`config.mk`:
```
export PLATFORM = sky130hd
export DESIGN_NAME = mem_arbiter
export DESIGN_NICKNAME = d
export VERILOG_FILES = /design/src/rtl/mem_arb_pkg.sv /design/src/rtl/rr_arb2.sv /design/src/rtl/mem_arbiter.sv
export SDC_FILE = /design/constraint.sdc
export NUM_CORES = 1
export LEC_CHECK = 0
export ABC_AREA = 1
export BUFFER_PORTS_ARGS = -buffer_cell sky130_fd_sc_hd__buf_2
export CELL_PAD_IN_SITES_DETAIL_PLACEMENT = 0
export CELL_PAD_IN_SITES_GLOBAL_PLACEMENT = 1
export CORE_ASPECT_RATIO = 0.7
export CORE_MARGIN = 3
export CORE_UTILIZATION = 32
export CTS_BUF_LIST = sky130_fd_sc_hd__clkbuf_2 sky130_fd_sc_hd__clkbuf_4 sky130_fd_sc_hd__clkbuf_8
export CTS_CLUSTER_SIZE = 30
export DETAILED_ROUTE_END_ITERATION = 8
export GPL_TIMING_DRIVEN = 0
export MAX_ROUTING_LAYER = met4
export PLACE_DENSITY_LB_ADDON = 0.1
export SLEW_MARGIN = 10
export SYNTH_ARGS = -nofsm -noshare
export SYNTH_HDL_FRONTEND = slang
export SYNTH_HIERARCHICAL = 1
export SYNTH_SLANG_ARGS = --single-unit
```
`constraint.sdc`:
```
create_clock -name clk -period 1.87 [get_ports clk]
set_input_delay 0.187 -clock clk [delete_from_list [all_inputs] [get_ports clk]]
set_output_delay 0.187 -clock clk [all_outputs]
set_load 0.01 [all_outputs]
```
`src/rtl/mem_arb_pkg.sv`:
```
// Shared types for the core/DMA memory arbiter: FSM states, requester ids, latency limit.
package mem_arb_pkg;
  localparam int MEM_LAT_MAX = 15;

  typedef enum logic [1:0] {
    IDLE,
    ISSUE,
    WAIT,
    DONE
  } state_t;

  typedef enum logic {
    REQ_CORE,
    REQ_DMA
  } req_id_t;
endpackage

```
`src/rtl/rr_arb2.sv`:
```
// Two-way round-robin picker: combinational winner, last-granted pointer updated on i_upd.
// On a tie the requester that was not granted last wins; the pointer resets to DMA.
module rr_arb2
  import mem_arb_pkg::*;
(
  input  logic clk,
  input  logic reset,
  input  logic i_c_req,
  input  logic i_d_req,
  input  logic i_upd,
  output logic o_winner
);

  req_id_t r_last;
  req_id_t w_win;

  always_comb begin
    w_win = REQ_CORE;
    if (i_c_req && i_d_req) begin
      w_win = (r_last == REQ_CORE) ? REQ_DMA : REQ_CORE;
    end else if (i_d_req) begin
      w_win = REQ_DMA;
    end
  end

  always_ff @(posedge clk) begin
    if (!reset) begin
      r_last <= REQ_DMA;
    end else if (i_upd) begin
      r_last <= w_win;
    end
  end

  assign o_winner = w_win;

endmodule

```
`src/rtl/mem_arbiter.sv`:
```
// Core/DMA arbiter for a single-ported fixed-latency memory; one access per MEM_LAT+3 cycles, done at req+MEM_LAT+2.
// Requesters hold req until done. Define MEM_ARBITER_CORE_PRIO_EN for fixed core priority instead of round-robin.
module mem_arbiter
  import mem_arb_pkg::*;
#(
  parameter int AW      = 32,
  parameter int DW      = 32,
  parameter int MEM_LAT = 2
) (
  input  logic          clk,
  input  logic          reset,
  input  logic          c_req,
  input  logic          c_we,
  input  logic [AW-1:0] c_addr,
  input  logic [DW-1:0] c_wdata,
  output logic          c_gnt,
  output logic          c_done,
  output logic [DW-1:0] c_rdata,
  input  logic          d_req,
  input  logic          d_we,
  input  logic [AW-1:0] d_addr,
  input  logic [DW-1:0] d_wdata,
  output logic          d_gnt,
  output logic          d_done,
  output logic [DW-1:0] d_rdata,
  output logic          m_en,
  output logic          m_we,
  output logic [AW-1:0] m_addr,
  output logic [DW-1:0] m_wdata,
  input  logic [DW-1:0] m_rdata
);

  localparam int CW = $clog2(MEM_LAT + 1);

  state_t        r_state;
  state_t        w_next;
  req_id_t       r_id;
  req_id_t       w_win;
  logic          r_we;
  logic [AW-1:0] r_addr;
  logic [DW-1:0] r_wdata;
  logic [CW-1:0] r_cnt;
  logic [DW-1:0] r_c_rdata;
  logic [DW-1:0] r_d_rdata;
  logic          w_take;
  logic          w_last_wait;
  logic          w_rd_cap;

  assign w_take      = (r_state == IDLE) && (c_req || d_req);
  assign w_last_wait = (r_state == WAIT) && (r_cnt == CW'(1));
  assign w_rd_cap    = w_last_wait && !r_we;

`ifdef MEM_ARBITER_CORE_PRIO_EN
  assign w_win = c_req ? REQ_CORE : REQ_DMA;
`else
  logic w_win_raw;

  rr_arb2 u_rr_arb2 (
    .clk      (clk),
    .reset    (reset),
    .i_c_req  (c_req),
    .i_d_req  (d_req),
    .i_upd    (w_take),
    .o_winner (w_win_raw)
  );

  assign w_win = req_id_t'(w_win_raw);
`endif

  always_ff @(posedge clk) begin
    if (!reset) begin
      r_state <= IDLE;
    end else begin
      r_state <= w_next;
    end
  end

  // Requests are only sampled in IDLE; anything arriving later waits its turn.
  always_comb begin
    w_next = r_state;
    case (r_state)
      IDLE:    if (c_req || d_req) w_next = ISSUE;
      ISSUE:   w_next = WAIT;
      WAIT:    if (r_cnt == CW'(1)) w_next = DONE;
      DONE:    w_next = IDLE;
      default: w_next = IDLE;
    endcase
  end

  always_comb begin
    m_en   = 1'b0;
    m_we   = 1'b0;
    c_gnt  = 1'b0;
    d_gnt  = 1'b0;
    c_done = 1'b0;
    d_done = 1'b0;
    if (r_state == ISSUE) begin
      m_en = 1'b1;
      m_we = r_we;
    end
    if (r_state != IDLE) begin
      c_gnt = (r_id == REQ_CORE);
      d_gnt = (r_id == REQ_DMA);
    end
    if (r_state == DONE) begin
      c_done = (r_id == REQ_CORE);
      d_done = (r_id == REQ_DMA);
    end
  end

  always_ff @(posedge clk) begin
    if (!reset) begin
      r_id      <= REQ_CORE;
      r_we      <= 1'b0;
      r_addr    <= '0;
      r_wdata   <= '0;
      r_cnt     <= '0;
      r_c_rdata <= '0;
      r_d_rdata <= '0;
    end else begin
      if (w_take) begin
        r_id    <= w_win;
        r_we    <= (w_win == REQ_CORE) ? c_we    : d_we;
        r_addr  <= (w_win == REQ_CORE) ? c_addr  : d_addr;
        r_wdata <= (w_win == REQ_CORE) ? c_wdata : d_wdata;
      end
      if (r_state == ISSUE) begin
        r_cnt <= CW'(MEM_LAT);
      end else if (r_state == WAIT) begin
        r_cnt <= r_cnt - CW'(1);
      end
      if (w_rd_cap) begin
        if (r_id == REQ_CORE) r_c_rdata <= m_rdata;
        else                  r_d_rdata <= m_rdata;
      end
    end
  end

  assign m_addr  = r_addr;
  assign m_wdata = r_wdata;
  assign c_rdata = r_c_rdata;
  assign d_rdata = r_d_rdata;

endmodule

```
# Word-level counts from Yosys, hierarchy flattened
# Cells that the tools add are included.
# Widths: inputs -> output; s select.
# word_totals
word_cells	49
output_inout_bits	134
register_bits	135
in_bits	166
# op_classes
muxes	17
reduce_logical	13
n_addsub	1
bitwise_logic	2
n_eq_ne	6
# op_table
operator	count
$mux 32	2
$mux 1	10
$mux 2	4
$pmux 2 s4	1
$reduce_and 2->1	3
$eq 2x1->1 const B	2
$eq 2x2->1 const B	2
$logic_and 1x1->1	4
$ne 2x1->1 const B	2
$reduce_bool 2->1	2
$logic_not 2->1	1
$not 1->1	2
$reduce_or 2->1	1
$sub 2x1->2 const B	1
$logic_not 1->1	1
$logic_or 1x1->1	1

# Logic depth before layout (Yosys ltp)
# logic_depth
depth_word	4
ltp_mapped	8
ltp_nobuf	7

# Hierarchy
# The synthesis kept the hierarchy.
# by_module_without_submodules
module	area_each_um2	n_inst	cells_per_inst
mem_arbiter	6626.4	1	1082
rr_arb2	51.3	1	8

# Least setup slack after synthesis
# OpenSTA, ideal clock, no wires.
# synth_path
kind	register to register
from	register r_state[0]
to	register r_c_rdata[10] (netlist: c_rdata[10])
t_required_ns	1.755
stages_incl_launch_ff	9
period_less_slack_ns	1.366
setup_ns	0.115
arrival_ns	1.251
slack_ns	0.504
path_cell_list	dfxtp_1 -> inv_1 -> ha_1 -> nand2_2 -> nor2_8 -> buf_4 -> nand3_1 -> nand2_1 -> nor2_1
# synth_via
elab_chain_cells	4
# synth_lines
element	line	text
start, declared	mem_arbiter.sv:35	state_t r_state;
start signal, assigned	mem_arbiter.sv:74	r_state <= w_next;
$eq 2x2->1	mem_arbiter.sv:50	assign w_last_wait = (r_state == WAIT) && (r_cnt == CW'(1));
$logic_and 1x1->1	mem_arbiter.sv:50	
$logic_and 1x1->1	mem_arbiter.sv:51	assign w_rd_cap = w_last_wait && !r_we;
$reduce_and 2->1 (no source line)	-	
end signal, assigned	mem_arbiter.sv:133	if (r_id == REQ_CORE) r_c_rdata <= m_rdata;
end, declared	mem_arbiter.sv:43	logic [DW-1:0] r_c_rdata;
# Every way passes these cells.
# A chain may end at the register's enable or synchronous reset.

# Worst setup path in the final report
# layout_path
from	register r_id
to	output port d_gnt
# layout_via
elab_chain_cells	1
# layout_lines
element	line	text
start, declared	mem_arbiter.sv:37	req_id_t r_id;
start signal, assigned	mem_arbiter.sv:122	r_id <= w_win;
$mux 1	mem_arbiter.sv:101	if (r_state != IDLE) begin
end, declared	mem_arbiter.sv:23	output logic d_gnt,
# Every way passes these cells.

==> impl_metrics.yaml <==
clock_network:
  cts_buffers: 17
  cts_buffer_depth: 2
  root_buffer: "clkbuf_8"
  cts_max_level: 4
  cts.clk_slew.worst_paths_ns: 0.07
  clkLatencyLatePin_ns: 0.44
  cts_tree: "yes"
  cts_sinks: 135
global_routing:
  grt_max_degree: 17
  grt_pass1_wl_um: 34400
  grt_antenna_before_repair: 0
  grt_usage: 0.199
  grt_pass1_vias: 6685
  overflow: 0
critical_path:
  startpoint: "r_id$_SDFFE_PN0P_"
  r2r_cells: 8
  critPathLaunchType: "flop"
  worstPathRequired_ns: 1.68
  worstSetupPathType: "flop to output pin"
  worstPathArrival_ns: 1.51
  critPathBufInv: 4
  path_cells: "inv_2 > buf_6 > buf_2 > nor2_1 > buf_2"
  timing.rr.start: "r_state[1]$_SDFFE_PN0P_"
  crit_path_end_kind: "output pin"
  worstPathMaxFanout: 10
  critical_path.slowest_cell: "dfxtp_2"
  critical_path.top_delay_family: "buffers and inverters"
  r2r_end: "m_wdata[10]$_SDFFE_PN0P_"
  critPathMaxStageDelay_ns: 0.44
  crit_path_frequent_cell: "buf_2"
  r2r_setup_slack_ns: 0.21
sta:
  max_freq_mhz: 589
  rsz0062_at_grt: "false"
  finalCritPeriodShare: 0.908
  setup_viol: 0
  max_slew.worst_pin.slew_ns: 0.568
  tns_ns: 0
  fin_crit_ns: 1.70
  hold_viol_final: 0
  finClkSkew_ns: 0.0168
  drv_slew: 0
  slew_headroom: 0.621
yosys:
  synthArstFlopShare: 0
  synth_area_leaders: "dfxtp_1, nand2_1, nor2_1"
  syn-mean-instance-area_sq_um: 6.13
  synth_cell_types: 20
  synth_edf_count: 0
  ys_seq_area_frac: 0.405
  ys_warn_count: 6
  yosys.area.top_type: "dfxtp_1"
  synth_common_cells: "nand2_1, nor2_1, inv_1, dfxtp_1, o21ai_0"
  ys.flop_type: "dfxtp_1"
  synth_cells: 1090
  syn-cell-area_sq_um: 6680
  synth.top_cell.area_share: 0.405
  synth.most_common_cell: "nand2_1"
  synth_nets: 1262
  ys_ff_latch: 135
pwr:
  switching_share: 0.401
  p_leak_uw: 0.00541
  vdd_drop_max_v: 0.000495
  pwr-share-clk: 0.236
  internal-power_uw: 6230
  power.density_nw_per_um2: 1130
  power.net_switching_uw: 4180
  seqPwrFrac: 0.368
  power_frac_comb: 0.396
run_status:
  status: "finished, final reports clean"
detailed_routing:
  drc: 0
  wl_met3_um: 1810
  viasPerCell: 4.13
  dr.max_layer_used: "met4"
  dr.pass1.iters: 5
  wire_per_inst_um: 13.0
  routed_wl_um: 22500
  detail-route-antenna-nets: 0
  drt_iter0_drc: 368
  drt-met1-wl_um: 11000
  via_count: 7125
  routed-wl-met2_um: 9380
cells_and_area:
  final_layout_size_suffix_gt1_frac: 0.266
  area_growth_pct: 38.5
  fin_area_sq_um: 9250
  diodes: 0
  nets: 1613
die:
  rows: 43
  coreArea_sq_um: 20100
  dieHeight_um: 127
  die_area_sq_um: 22700
  die_w_um: 179
  num_io_pins: 300
  start_util: 0.332
placed_design:
  gp_congestion: 0.817
  dpl_cell_area_sq_um: 8510
  dp_hpwl_um: 17100
  io_buffers: 299
hold_path:
  hold_path.class: "input port to flop"
  hold-path-endpoint: "u_rr_arb2/r_last$_SDFFE_PN1P_"
  hp-start: "d_req"
  hold_depth: 3
flow_run:
  max_cap_violations: 0
cells in the final DEF, fill, tap and decap left out, types with 3 or more instances in the layout:
cell type,count
clkbuf_8,17
clkinv_2,3
nand2_1,301
buf_4,7
clkinvlp_4,5
o21ai_0,68
dfxtp_1,134
nand3_1,35
a21oi_1,35
ha_1,6
inv_1,206
dlygate4sd3_1,33
clkbuf_4,5
nor2_1,235
buf_6,7
clkbuf_2,3
inv_6,4
buf_2,328
clkbuf_1,12
worst max-delay path by stage:
stage | slack [ns] | to | cells after the start
after floorplan | 0.50 | c_rdata[10]$_SDFFE_PN0P_ | 8
after global placement | 0.09 | m_addr[29]$_SDFFE_PN0P_ | 7
after detailed placement | 0.13 | m_addr[29]$_SDFFE_PN0P_ | 7
after CTS | 0.09 | d_gnt | 5
after global routing | 0.02 | m_addr[17]$_SDFFE_PN0P_ | 7
final | 0.17 | d_gnt | 5
sequential cells by signal, summed over array words and instances (netlist names):
| signal | count |
|---|---|
| c_rdata | 32 |
| d_rdata | 32 |
| m_addr | 32 |
| m_wdata | 32 |
| r_cnt | 2 |
| r_state | 2 |
| r_id | 1 |
| r_we | 1 |
| u_rr_arb2/r_last | 1 |
through the flow:
step / hold slack [ns] / worst slack (ns) / total power (uW) / utilization / cells
after detailed placement: 0.433 / 0.126 / 7990 / 0.423 / 1659
after global routing: 0.0577 / 0.0227 / 11300 / 0.460 / 1724
final: 0.0379 / 0.173 / 10400 / 0.460 / 1724
after CTS: 0.00435 / 0.0921 / 10500 / 0.459 / 1724
after global placement: 0.427 / 0.0874 / 7960 / 0.423 / 1659
after floorplan: 0.315 / 0.504 / 6400 / - / 1090
worst min-delay path, delay by kind of cell:
family | cells | cell delay, ns
buffers and inverters | 1 | 0.11
and+or+nand+nor | 2 | 0.14
power groups by stage:
| stage | sequential [uW] | clock [uW] | combinational (uW) |
|---|---|---|---|
| final | 3830 | 2460 | 4130 |
| after global routing | 3920 | 2670 | 4720 |
| after CTS | 3830 | 2550 | 4170 |
| after detailed placement | 3890 | 0 | 4090 |
| after global placement | 3870 | 0 | 4090 |
| after floorplan | 4140 | 0 | 2260 |
layout make-up:
class                   instances  area [sq um]
clock inverters                14           148
inverters                     207           777
clock buffers                  18           241
flip-flops and latches        135          2700
well taps                     270           338
multi-input cells             686          2850
plain buffers                  62           367
repair buffers                332          1830
fillers                      2231         10900
layer usage:
layer	vias to the layer above	track usage
met3	19	0.0607
li1	3885	-
met5	-	-
met1	3020	0.265
met4	0	0.0522
met2	201	0.295
what timing repair did:
action / CTS / global route
gates resized for setup: 1 / 7
endpoints found under the setup margin: 1 / 35
gates cloned: 0 / 0
hold buffers: 33 / 0
endpoints found under the hold margin: 33 / 0
setup buffers: 0 / 0
logic make-up after synthesis:
kind of cell / synth area share
simple gates: 0.336
buf+inv: 0.169
flops: 0.405
compound gates: 0.0794
fa+ha+maj: 0.0112
Power figures use the tool's default switching activity.
